**config.mk**
```make
export PLATFORM = sky130hd
export DESIGN_NAME = int_sequencer
export DESIGN_NICKNAME = d
export VERILOG_FILES = /design/src/rtl/int_sequencer.sv
export SDC_FILE = /design/constraint.sdc
export NUM_CORES = 1
export LEC_CHECK = 0
export CAP_MARGIN = 10
export CORE_ASPECT_RATIO = 0.6
export CORE_UTILIZATION = 39
export CTS_BUF_LIST = sky130_fd_sc_hd__clkbuf_4 sky130_fd_sc_hd__clkbuf_8
export DETAILED_ROUTE_END_ITERATION = 10
export PLACE_DENSITY = 0.95
export SYNTH_ARGS = -nofsm -noshare
export SYNTH_HDL_FRONTEND = slang
export SYNTH_SLANG_ARGS = --single-unit
```
**constraint.sdc**
```tcl
create_clock -name clk -period 3.5 [get_ports clk]
set_input_delay 0.7 -clock clk [delete_from_list [all_inputs] [get_ports clk]]
set_output_delay 0.7 -clock clk [all_outputs]
set_load 0.03 [all_outputs]
```
**src/rtl/int_sequencer.sv**
```systemverilog
// Interrupt entry sequencer: waits for a safe pipeline point, drains older
// instructions, pushes the return PC and loads the PC from the interrupt vector.
module int_sequencer #(
  parameter int              PC_W         = 8,
  parameter logic [PC_W-1:0] VEC_ADDR     = 8'h01,
  parameter int              DRAIN_CYCLES = 3
) (
  input  logic            clk,
  input  logic            rst_n,
  input  logic            intr_in,
  input  logic            hu_stall,
  input  logic            hu_flush,
  input  logic [3:0]      id_ex_opcode,
  input  logic [PC_W-1:0] if_id_pc,
  input  logic            br_redirect,
  input  logic [PC_W-1:0] br_target,
  input  logic [PC_W-1:0] sp_in,
  input  logic            mem_gnt,
  input  logic [PC_W-1:0] mem_rdata,
  input  logic            rti_retire,
  output logic            pc_hold,
  output logic            pipe_flush,
  output logic            mem_req,
  output logic            mem_we,
  output logic [PC_W-1:0] mem_addr,
  output logic [PC_W-1:0] mem_wdata,
  output logic            sp_dec,
  output logic            pc_load,
  output logic [PC_W-1:0] pc_load_val,
  output logic            in_service,
  output logic            busy
);

  localparam int CNT_W = (DRAIN_CYCLES > 1) ? $clog2(DRAIN_CYCLES) : 1;
  localparam logic [CNT_W-1:0] DRAIN_LOAD  = CNT_W'(DRAIN_CYCLES - 1);
  localparam logic [CNT_W-1:0] CNT_ZERO    = {CNT_W{1'b0}};
  localparam logic [CNT_W-1:0] CNT_ONE     = CNT_W'(1);
  localparam logic [3:0]       OPC_OPERAND = 4'd12;
  localparam logic [PC_W-1:0]  PC_ZERO     = {PC_W{1'b0}};

  typedef enum logic [2:0] {
    ST_IDLE    = 3'd0,
    ST_CAPTURE = 3'd1,
    ST_DRAIN   = 3'd2,
    ST_PUSH    = 3'd3,
    ST_VEC     = 3'd4
  } state_t;

  state_t            state_r;
  state_t            state_s;
  logic              intr_q_r;
  logic              pending_r;
  logic              in_service_r;
  logic [PC_W-1:0]   ret_pc_r;
  logic [CNT_W-1:0]  cnt_r;
  logic              hold_r;
  logic              flush_r;
  logic              req_r;
  logic              we_r;
  logic              busy_r;

  logic              edge_s;
  logic              entry_ok_s;
  logic              clr_pending_s;
  logic              push_done_s;
  logic              vec_done_s;

  assign edge_s     = intr_in & ~intr_q_r;
  // Safe point: no stall, no flush, and IF/ID is not an operand byte.
  assign entry_ok_s = pending_r & ~in_service_r & ~hu_stall & ~hu_flush &
                      (id_ex_opcode != OPC_OPERAND);

  // Next-state decode and grant-qualified strobes.
  always_comb begin
    state_s       = state_r;
    clr_pending_s = 1'b0;
    push_done_s   = 1'b0;
    vec_done_s    = 1'b0;
    case (state_r)
      ST_IDLE: begin
        if (entry_ok_s) begin
          state_s = ST_CAPTURE;
        end else begin
          state_s = ST_IDLE;
        end
      end
      ST_CAPTURE: begin
        state_s       = ST_DRAIN;
        clr_pending_s = 1'b1;
      end
      ST_DRAIN: begin
        if (cnt_r == CNT_ZERO) begin
          state_s = ST_PUSH;
        end else begin
          state_s = ST_DRAIN;
        end
      end
      ST_PUSH: begin
        if (mem_gnt) begin
          push_done_s = 1'b1;
          state_s     = ST_VEC;
        end else begin
          state_s = ST_PUSH;
        end
      end
      ST_VEC: begin
        if (mem_gnt) begin
          vec_done_s = 1'b1;
          state_s    = ST_IDLE;
        end else begin
          state_s = ST_VEC;
        end
      end
      default: begin
        state_s = ST_IDLE;
      end
    endcase
  end

  // State register plus registered state-decoded strobes.
  always_ff @(posedge clk) begin
    if (!rst_n) begin
      state_r <= ST_IDLE;
      hold_r  <= 1'b0;
      flush_r <= 1'b0;
      req_r   <= 1'b0;
      we_r    <= 1'b0;
      busy_r  <= 1'b0;
    end else begin
      state_r <= state_s;
      hold_r  <= (state_s != ST_IDLE);
      busy_r  <= (state_s != ST_IDLE);
      flush_r <= (state_s == ST_CAPTURE) || (state_s == ST_DRAIN);
      req_r   <= (state_s == ST_PUSH) || (state_s == ST_VEC);
      we_r    <= (state_s == ST_PUSH);
    end
  end

  // Edge detect; a new edge wins over the capture-time clear so it is kept.
  always_ff @(posedge clk) begin
    if (!rst_n) begin
      intr_q_r  <= 1'b0;
      pending_r <= 1'b0;
    end else begin
      intr_q_r  <= intr_in;
      pending_r <= (pending_r & ~clr_pending_s) | edge_s;
    end
  end

  // In-service flag: set on vector load, cleared by a retiring RTI.
  always_ff @(posedge clk) begin
    if (!rst_n) begin
      in_service_r <= 1'b0;
    end else if (vec_done_s) begin
      in_service_r <= 1'b1;
    end else if (rti_retire && in_service_r) begin
      in_service_r <= 1'b0;
    end else begin
      in_service_r <= in_service_r;
    end
  end

  // Return PC capture with drain-time branch redirect, and drain counter.
  always_ff @(posedge clk) begin
    if (!rst_n) begin
      ret_pc_r <= PC_ZERO;
      cnt_r    <= CNT_ZERO;
    end else begin
      case (state_r)
        ST_CAPTURE: begin
          ret_pc_r <= if_id_pc;
          cnt_r    <= DRAIN_LOAD;
        end
        ST_DRAIN: begin
          if (br_redirect) begin
            ret_pc_r <= br_target;
          end else begin
            ret_pc_r <= ret_pc_r;
          end
          if (cnt_r != CNT_ZERO) begin
            cnt_r <= cnt_r - CNT_ONE;
          end else begin
            cnt_r <= cnt_r;
          end
        end
        default: begin
          ret_pc_r <= ret_pc_r;
          cnt_r    <= cnt_r;
        end
      endcase
    end
  end

  assign pc_hold     = hold_r;
  assign pipe_flush  = flush_r;
  assign mem_req     = req_r;
  assign mem_we      = we_r;
  assign busy        = busy_r;
  assign in_service  = in_service_r;
  assign sp_dec      = push_done_s;
  assign pc_load     = vec_done_s;
  assign pc_load_val = vec_done_s ? mem_rdata : PC_ZERO;
  assign mem_wdata   = we_r ? ret_pc_r : PC_ZERO;
  assign mem_addr    = we_r ? sp_in : (req_r ? VEC_ADDR : PC_ZERO);

endmodule

```
[Word level (Yosys, flattened, before mapping)]
Index checks and enable logic that the tools add are counted.
Operators by class
  bitwise logic cells: 12
  mux-type cells: 19
  equal/unequal tests: 11
  add/sub/neg operators: 1
  reduce and logical (&&, ||, !) cells: 11
Operators with widths (count)
  2-to-1 mux 8 bit: 4
  case mux 8 bit (2 select lines): 1
  case mux 3 bit (5 select lines): 1
  == test 3 x 2 -> 1 bit, second input constant: 4
  2-to-1 mux 1 bit: 9
  bitwise AND 1 bit: 6
  == test 3 x 1 -> 1 bit, second input constant: 2
  == test 3 bit, second input constant: 2
  2-to-1 mux 3 bit: 2
  nonzero test 2 bit: 3
  inverter 1 bit: 5
  != test 2 bit, second input constant: 2
  != test 4 bit, second input constant: 1
  case mux 2 bit (2 select lines): 1
  AND reduction 2 bit: 2
  zero test 3 bit: 1
  nonzero test 3 bit: 1
  zero test 2 bit: 1
  logical OR 1 bit: 2
  2-to-1 mux 2 bit: 1
  subtractor 2 x 1 -> 2 bit, second input constant: 1
  logical AND 1 bit: 1
  OR 1 bit: 1
Word-level totals
  input port bits: 44
  flip-flop bits (word level): 20
  logic and storage cells: 64

[Longest topological paths before layout]
Gate-level depths: netlist of run 1.
  depth in word-level cells: 9
  gate-level depth with buffers: 5

[Least setup slack after synthesis of run 1]
Ideal clock, no wire load.
  path kind: input to output
  start: input mem_gnt
  end: output pc_load_val[0]
  arrival time: 1.612 ns
  data required time: 2.800 ns
  buffers on the path: 1
  setup slack: 1.188 ns
  stages: 3
  cell sequence: and3_1 > clkbuf_1 > and2_1
On the way
  word-level cells in the longest chain between the ends: 3
Ends and longest elaborated chain
  from (decl): RTL line 18  | input logic mem_gnt,
  2-to-1 mux 1 bit: RTL line 107  | if (mem_gnt) begin
  2-to-1 mux 1 bit: RTL line 79  | case (state_r)
  net pc_load: RTL line 28  | output logic pc_load,
  2-to-1 mux 8 bit: RTL line 202  | assign pc_load_val = vec_done_s ? mem_rdata : PC_ZERO;
  to (decl): RTL line 29  | output logic [PC_W-1:0] pc_load_val,
The timed path passes the listed nets, and every way through them passes these cells.

[Worst setup path after layout of run 1]
  start: input mem_gnt
  end: output pc_load_val[5]
On the way
  word-level cells in the longest chain between the ends: 3
Ends and longest elaborated chain (RTL line)
  2-to-1 mux 1 bit: 107
  2-to-1 mux 1 bit: 79
  2-to-1 mux 8 bit: 202
No other way between the ends.

==> metrics, run 1 <==
WL/cell=15.7 µm; YS warnings=0; Internal Power=roughly 470 µW; Crit. Startpoint=mem_gnt; post-synthesis sequential area ratio=35.7%; part of the power in the clock network=38.6%; critical path arrival=2490 ps; gr ovfl total=0; status=complete, but fails checks; Worst Max-Slew Pin Slew=752 ps; postcts setup bufs=0; # DRC=5; R2R setup slack=1450 ps; wirelength, routed=approximately 3500 µm; worst r2r dst=ret_pc_r[3]$_SDFFE_PN0P_; Avg Cell Area, Syn=~9.5 µm²; fin area=1940 µm²; failing checks=design-rule violations; Worst Hold Launch=cnt_r[1]$_SDFFE_PN0P_; Die Wd=71.2 µm; vias in the first global route=1,111; most frequent cells in the layout=clkdlybuf4s50_1, and2_1, dfxtp_1; Final period util=91.0%; synthesized instance count=118; Post-Syn Area=1120 µm²; Final Hold Fails=0; Max Slew Vio Count=0; Post-Syn Nets=163; Pwr Total=approximately 600 µW; CTS tree=built; worst r2r path cells=3; P_sw=about 130 µW; PD cells=between 300 and 400 nW/µm²; combinational share of power=19.5%; Max rail drop VDD=~0.27 mV; CTS Buffer Depth=2; I/O pin cnt=76; critical path endpoint category=output pin; Setup-failing EPs final=0; Via density=5.40; crit path time final=roughly 3200 ps; most common cell after layout, fill and taps aside=clkdlybuf4s50_1; Fmax=0.314 GHz; Seq pwr share=41.9%; crit path kind=primary input to output pin; first-pass GRT wire length=5450 µm; hold_buf cts=0; DP Area=1870 µm²; critical path peak fanout=10; Placer Congestion=0.780; antenna cells=0; Reg clk slew, reported paths=approximately 70 ps; maxcap violations=0; Worst Skew=approximately 4.4 ps; die height=between 40 and 50 µm; GRT Total Usage=23.1%; die area=3100 µm²; hpwl dp=2610 µm; Detailed Routing Iterations Pass 1=10; Hold Crit Class=register to register; worst reg2reg startpoint=state_r[0]$_SDFF_PN0_; Layout Cells excl Fill=220; via count=1,187; I/O Buffers=75; Nets=234; Hold Crit Endpoint=cnt_r[1]$_SDFFE_PN0P_; Setup crit start kind=primary input; First DRT Iteration DRCs=roughly 110; CTS Buf Count=3; Yosys reg bits=20; clk root buf=clkbuf_8; area grow syn2layout=73.0%; Sink Count=20; htree depth=1; P_leak=0.706 nW; Fin Setup TNS=0 ps; RSZ-0062 raised after global routing=false; post-cts resize count=0; Worst-Skew Late Latency=260 ps; ANT nets after route=0; Rows=14; largest net degree at the start of global routing=24; Worst EP required=2800 ps; antenna violations before repair=0; hold depth=2; layout cells sized above 1=5.32%; Starting Density=43.0%; dpl cells=216; Max transition margin=49.8%; post-synth cell types=38; Core ar.=2610 µm²; Switching Fraction=22.2%
## cell families (layout without fill, tap and decap cells)
family,after synthesis,after routing,synth area share [%]
AOI/OAI and AO/OA,37,37,30.6
adders and majority gates,1,1,1.12
buffers and inverters,14,84,5.91
DFF,20,20,35.7
muxes,1,1,1.00
and+or+nand+nor,45,45,25.7
## Yosys cell counts
cell / n / area (µm²)
inv_1: 4 / 15.0
o21ai_0: 2 / 10.0
and3_1: 1 / 6.26
and4b_1: 1 / 10.0
o32ai_1: 1 / 8.76
a211oi_2: 1 / 12.5
a21boi_1: 1 / 7.51
mux2_2: 1 / 11.3
nand2_1: 2 / 7.51
or2_1: 1 / 6.26
ha_1: 1 / 12.5
o31a_1: 1 / 8.76
o221a_1: 8 / 90.1
nor4_1: 1 / 6.26
o211a_1: 2 / 20.0
nand2b_1: 2 / 12.5
o21ai_1: 3 / 15.0
clkbuf_1: 5 / 18.8
a2111oi_4: 1 / 27.5
buf_6: 1 / 11.3
a31oi_1: 2 / 12.5
buf_2: 2 / 10.0
a21oi_2: 1 / 8.76
o21a_1: 3 / 22.5
nand3b_1: 1 / 7.51
o32a_1: 8 / 80.1
nor4b_1: 1 / 8.76
buf_1: 1 / 3.75
nor2_1: 2 / 7.51
nor2b_1: 6 / 37.5
and2_1: 24 / 150
a31o_1: 1 / 8.76
dfxtp_1: 20 / 400
or4b_4: 1 / 13.8
nor3b_1: 1 / 7.51
and2_0: 1 / 6.26
buf_4: 1 / 7.51
a21oi_1: 2 / 10.0
## per-stage QoR
step	util (%)	hold WS, ps	setup slack, ps
after floorplan	-	434	1190
after global placement	71.6	441	448
after detailed placement	71.6	460	324
after CTS	74.3	470	316
after global routing	74.3	491	263
final	74.3	471	314
## worst max-delay path by stage
stage,endpoint,slack (ps),cells after the start
2_1_floorplan,pc_load_val[0],1190,3
3_3_place_gp,pc_load_val[1],450,4
3_5_place_dp,pc_load_val[5],320,4
4_1_cts,pc_load_val[5],320,4
5_1_grt,pc_load_val[5],260,4
6_report,pc_load_val[5],310,4
## critical path, cell delays in order
cell and delay (ps):
clkdlybuf4s50_1 550, and3_1 350, and2_1 200, clkdlybuf4s50_1 680
## power by group through the flow
| stage | registers [mW] | logic [mW] | clock network [mW] |
|---|---|---|---|
| global route | 0.252 | 0.124 | 0.242 |
| detailed placement | 0.255 | 0.116 | 0 |
| finish | 0.251 | 0.117 | 0.231 |
| global placement | 0.254 | 0.113 | 0 |
| floorplan | 0.254 | 0.0483 | 0 |
| CTS | 0.250 | 0.117 | 0.230 |
## sequential cells by signal, summed over array words and instances (netlist names)
register,flops
in_service,1
state_r,3
pending_r,1
busy,1
cnt_r,2
ret_pc_r,8
mem_we,1
mem_req,1
pipe_flush,1
intr_q_r,1
## layout make-up
| class | count | area (µm²) |
|---|---|---|
| Clock inverter | 1 | 30.0 |
| Clock buffer | 3 | 41.3 |
| Multi-Input combinational cell | 84 | 654 |
| Tap cell | 32 | 40.0 |
| Sequential cell | 20 | 400 |
| Fill cell | 170 | 671 |
| Timing Repair Buffer | 76 | 758 |
| Inverter | 4 | 15.0 |
## routing by layer
metal | share of wire, % | global-route usage [%]
met5 | 0 | 0
met4 | 0.29 | 2.40
met3 | 6.6 | 6.05
met2 | 49 | 38.5
met1 | 44 | 31.4
No activity file was read; power rests on OpenSTA's default activity.
==> run 2: changes to the inputs <==
--- a/config.mk
+++ b/config.mk
@@ -10,6 +10,7 @@
 export CORE_UTILIZATION = 39
 export CTS_BUF_LIST = sky130_fd_sc_hd__clkbuf_4 sky130_fd_sc_hd__clkbuf_8
 export DETAILED_ROUTE_END_ITERATION = 10
+export MAX_ROUTING_LAYER = met4
 export PLACE_DENSITY = 0.95
 export SYNTH_ARGS = -nofsm -noshare
 export SYNTH_HDL_FRONTEND = slang
==> run 2 against run 1 <==
  * The run still ends with design-rule violations left
  * Critical endpoint unchanged
  * Wire length about the same
  * Global-route usage increased by 0.71 points
  * Via count increased by 0.34%
  * Setup slack about the same
==> metrics, run 2 (synthesis gave the netlist of run 1 again) <==
critical path arrival=approximately 2500 ps; vias in the first global route=1,112; die height=43.5 µm; antenna cells=0; Worst-Skew Late Latency=roughly 260 ps; Setup crit start kind=primary input; Worst Skew=3.42 ps; biggest regs=ret_pc_r: 8 flops, state_r: 3 flops, cnt_r: 2 flops; Die Wd=71.2 µm; Rows=14; Final Hold Fails=0; hpwl dp=2610 µm; worst r2r path cells=3; Setup-failing EPs final=0; Worst Max-Slew Pin Slew=768 ps; worst r2r dst=ret_pc_r[3]$_SDFFE_PN0P_; Final period util=around nine tenths; critical path peak fanout=10; crit path kind=primary input to output pin; status=complete, but fails checks; hold_buf cts=0; Placer Congestion=0.790; number of fill cells in the layout=170; P_leak=0.706 nW; WL/cell=15.7 µm; crit path time final=roughly 3200 ps; DR WL met2=~1600 µm; Detailed Routing Iterations Pass 1=8; Largest Register=ret_pc_r; R2R setup slack=1430 ps; Max rail drop VDD=between 0.2 and 0.3 mV; PD cells=309 nW/µm²; postcts setup bufs=0; gr ovfl total=0; Max Slew Vio Count=0; ANT nets after route=0; max reg flops=8; Pwr Total=599 µW; I/O pin cnt=76; Reg clk slew, reported paths=around 70 ps; wirelength, routed=3450 µm; # DRC=5; antenna violations before repair=0; most common cell after layout, fill and taps aside=clkdlybuf4s50_1; Starting Density=approximately 43%; layout cells sized above 1=~5.3%; via count=1,191; CTS tree=built; Worst EP required=2800 ps; Via density=about 5.4; metal3 WL=about 230 µm; GRT Total Usage=between 20% and 30%; hold depth=2; most frequent cells in the layout=clkdlybuf4s50_1, and2_1, dfxtp_1; die area=3100 µm²; area grow syn2layout=73.0%; largest net degree at the start of global routing=24; Core ar.=2610 µm²; critical path endpoint category=output pin; failing checks=design-rule violations; Fin Setup TNS=0 ps; I/O Buffers=75; maxcap violations=0; First DRT Iteration DRCs=103; clk root buf=clkbuf_8; Sink Count=20; first-pass GRT wire length=5460 µm; CTS Buffer Depth=2; DR top layer=met4; Hold Crit Class=register to register; post-cts resize count=0; Fin Hold WS=469 ps; worst reg2reg startpoint=state_r[0]$_SDFF_PN0_; Worst Hold Launch=cnt_r[1]$_SDFFE_PN0P_; Max transition margin=between 40% and 50%; Fmax=0.314 GHz; Hold Crit Endpoint=cnt_r[1]$_SDFFE_PN0P_; CTS Buf Count=3; htree depth=1; Metal-1 WL=1600 µm; RSZ-0062 raised after global routing=false; Nets=around 230
## run 2: cell counts in the layout (fill, tap and decap cells not counted)
No cell type changed its count.
## run 2: report_power, final
group / switching [mW] / internal [mW]
Clock: 0.0786 / 0.153
Sequential: 0.0105 / 0.240
Combinational: 0.0444 / 0.0726
## run 2: stage by stage
step / instance area, µm² / setup WS, ps / instances / util, %
2_1_floorplan: 1120 / 1190 / 118 / -
3_3_place_gp: 1870 / 448 / 216 / 71.6
3_5_place_dp: 1870 / 324 / 216 / 71.6
4_1_cts: 1940 / 316 / 220 / 74.3
5_1_grt: 1940 / 263 / 220 / 74.3
6_report: 1940 / 314 / 220 / 74.3
## run 2: area by class of cell
class	instances	area (µm²)	share of cell area, %
sequential	20	400	20.6
timing repair buffer	76	758	39.1
tap	32	40.0	2.06
clock buffer	3	41.3	2.13
clock inverter	1	30.0	1.55
inverter	4	15.0	0.774
multi-input combinational	84	654	33.7
## run 2: worst max-delay path by stage
| stage | start | end | cells after the start |
|---|---|---|---|
| after global routing | mem_gnt | pc_load_val[5] | 4 |
| after CTS | mem_gnt | pc_load_val[5] | 4 |
| after floorplan | mem_gnt | pc_load_val[0] | 3 |
| after detailed placement | mem_gnt | pc_load_val[5] | 4 |
| after global placement | mem_gnt | pc_load_val[1] | 4 |
| final | mem_gnt | pc_load_val[5] | 4 |
## run 2: worst max-delay path: stages
cell             delay (ps)
clkdlybuf4s50_1         560
and3_1                  350
and2_1                  200
clkdlybuf4s50_1         680
## run 2: per-layer routing
metal | vias up | global-route usage [%]
li1 | 574 | -
met1 | 556 | 31.3
met2 | 59 | 38.5
met3 | 2 | 6.05
met4 | 0 | 2.40
met5 | - | -
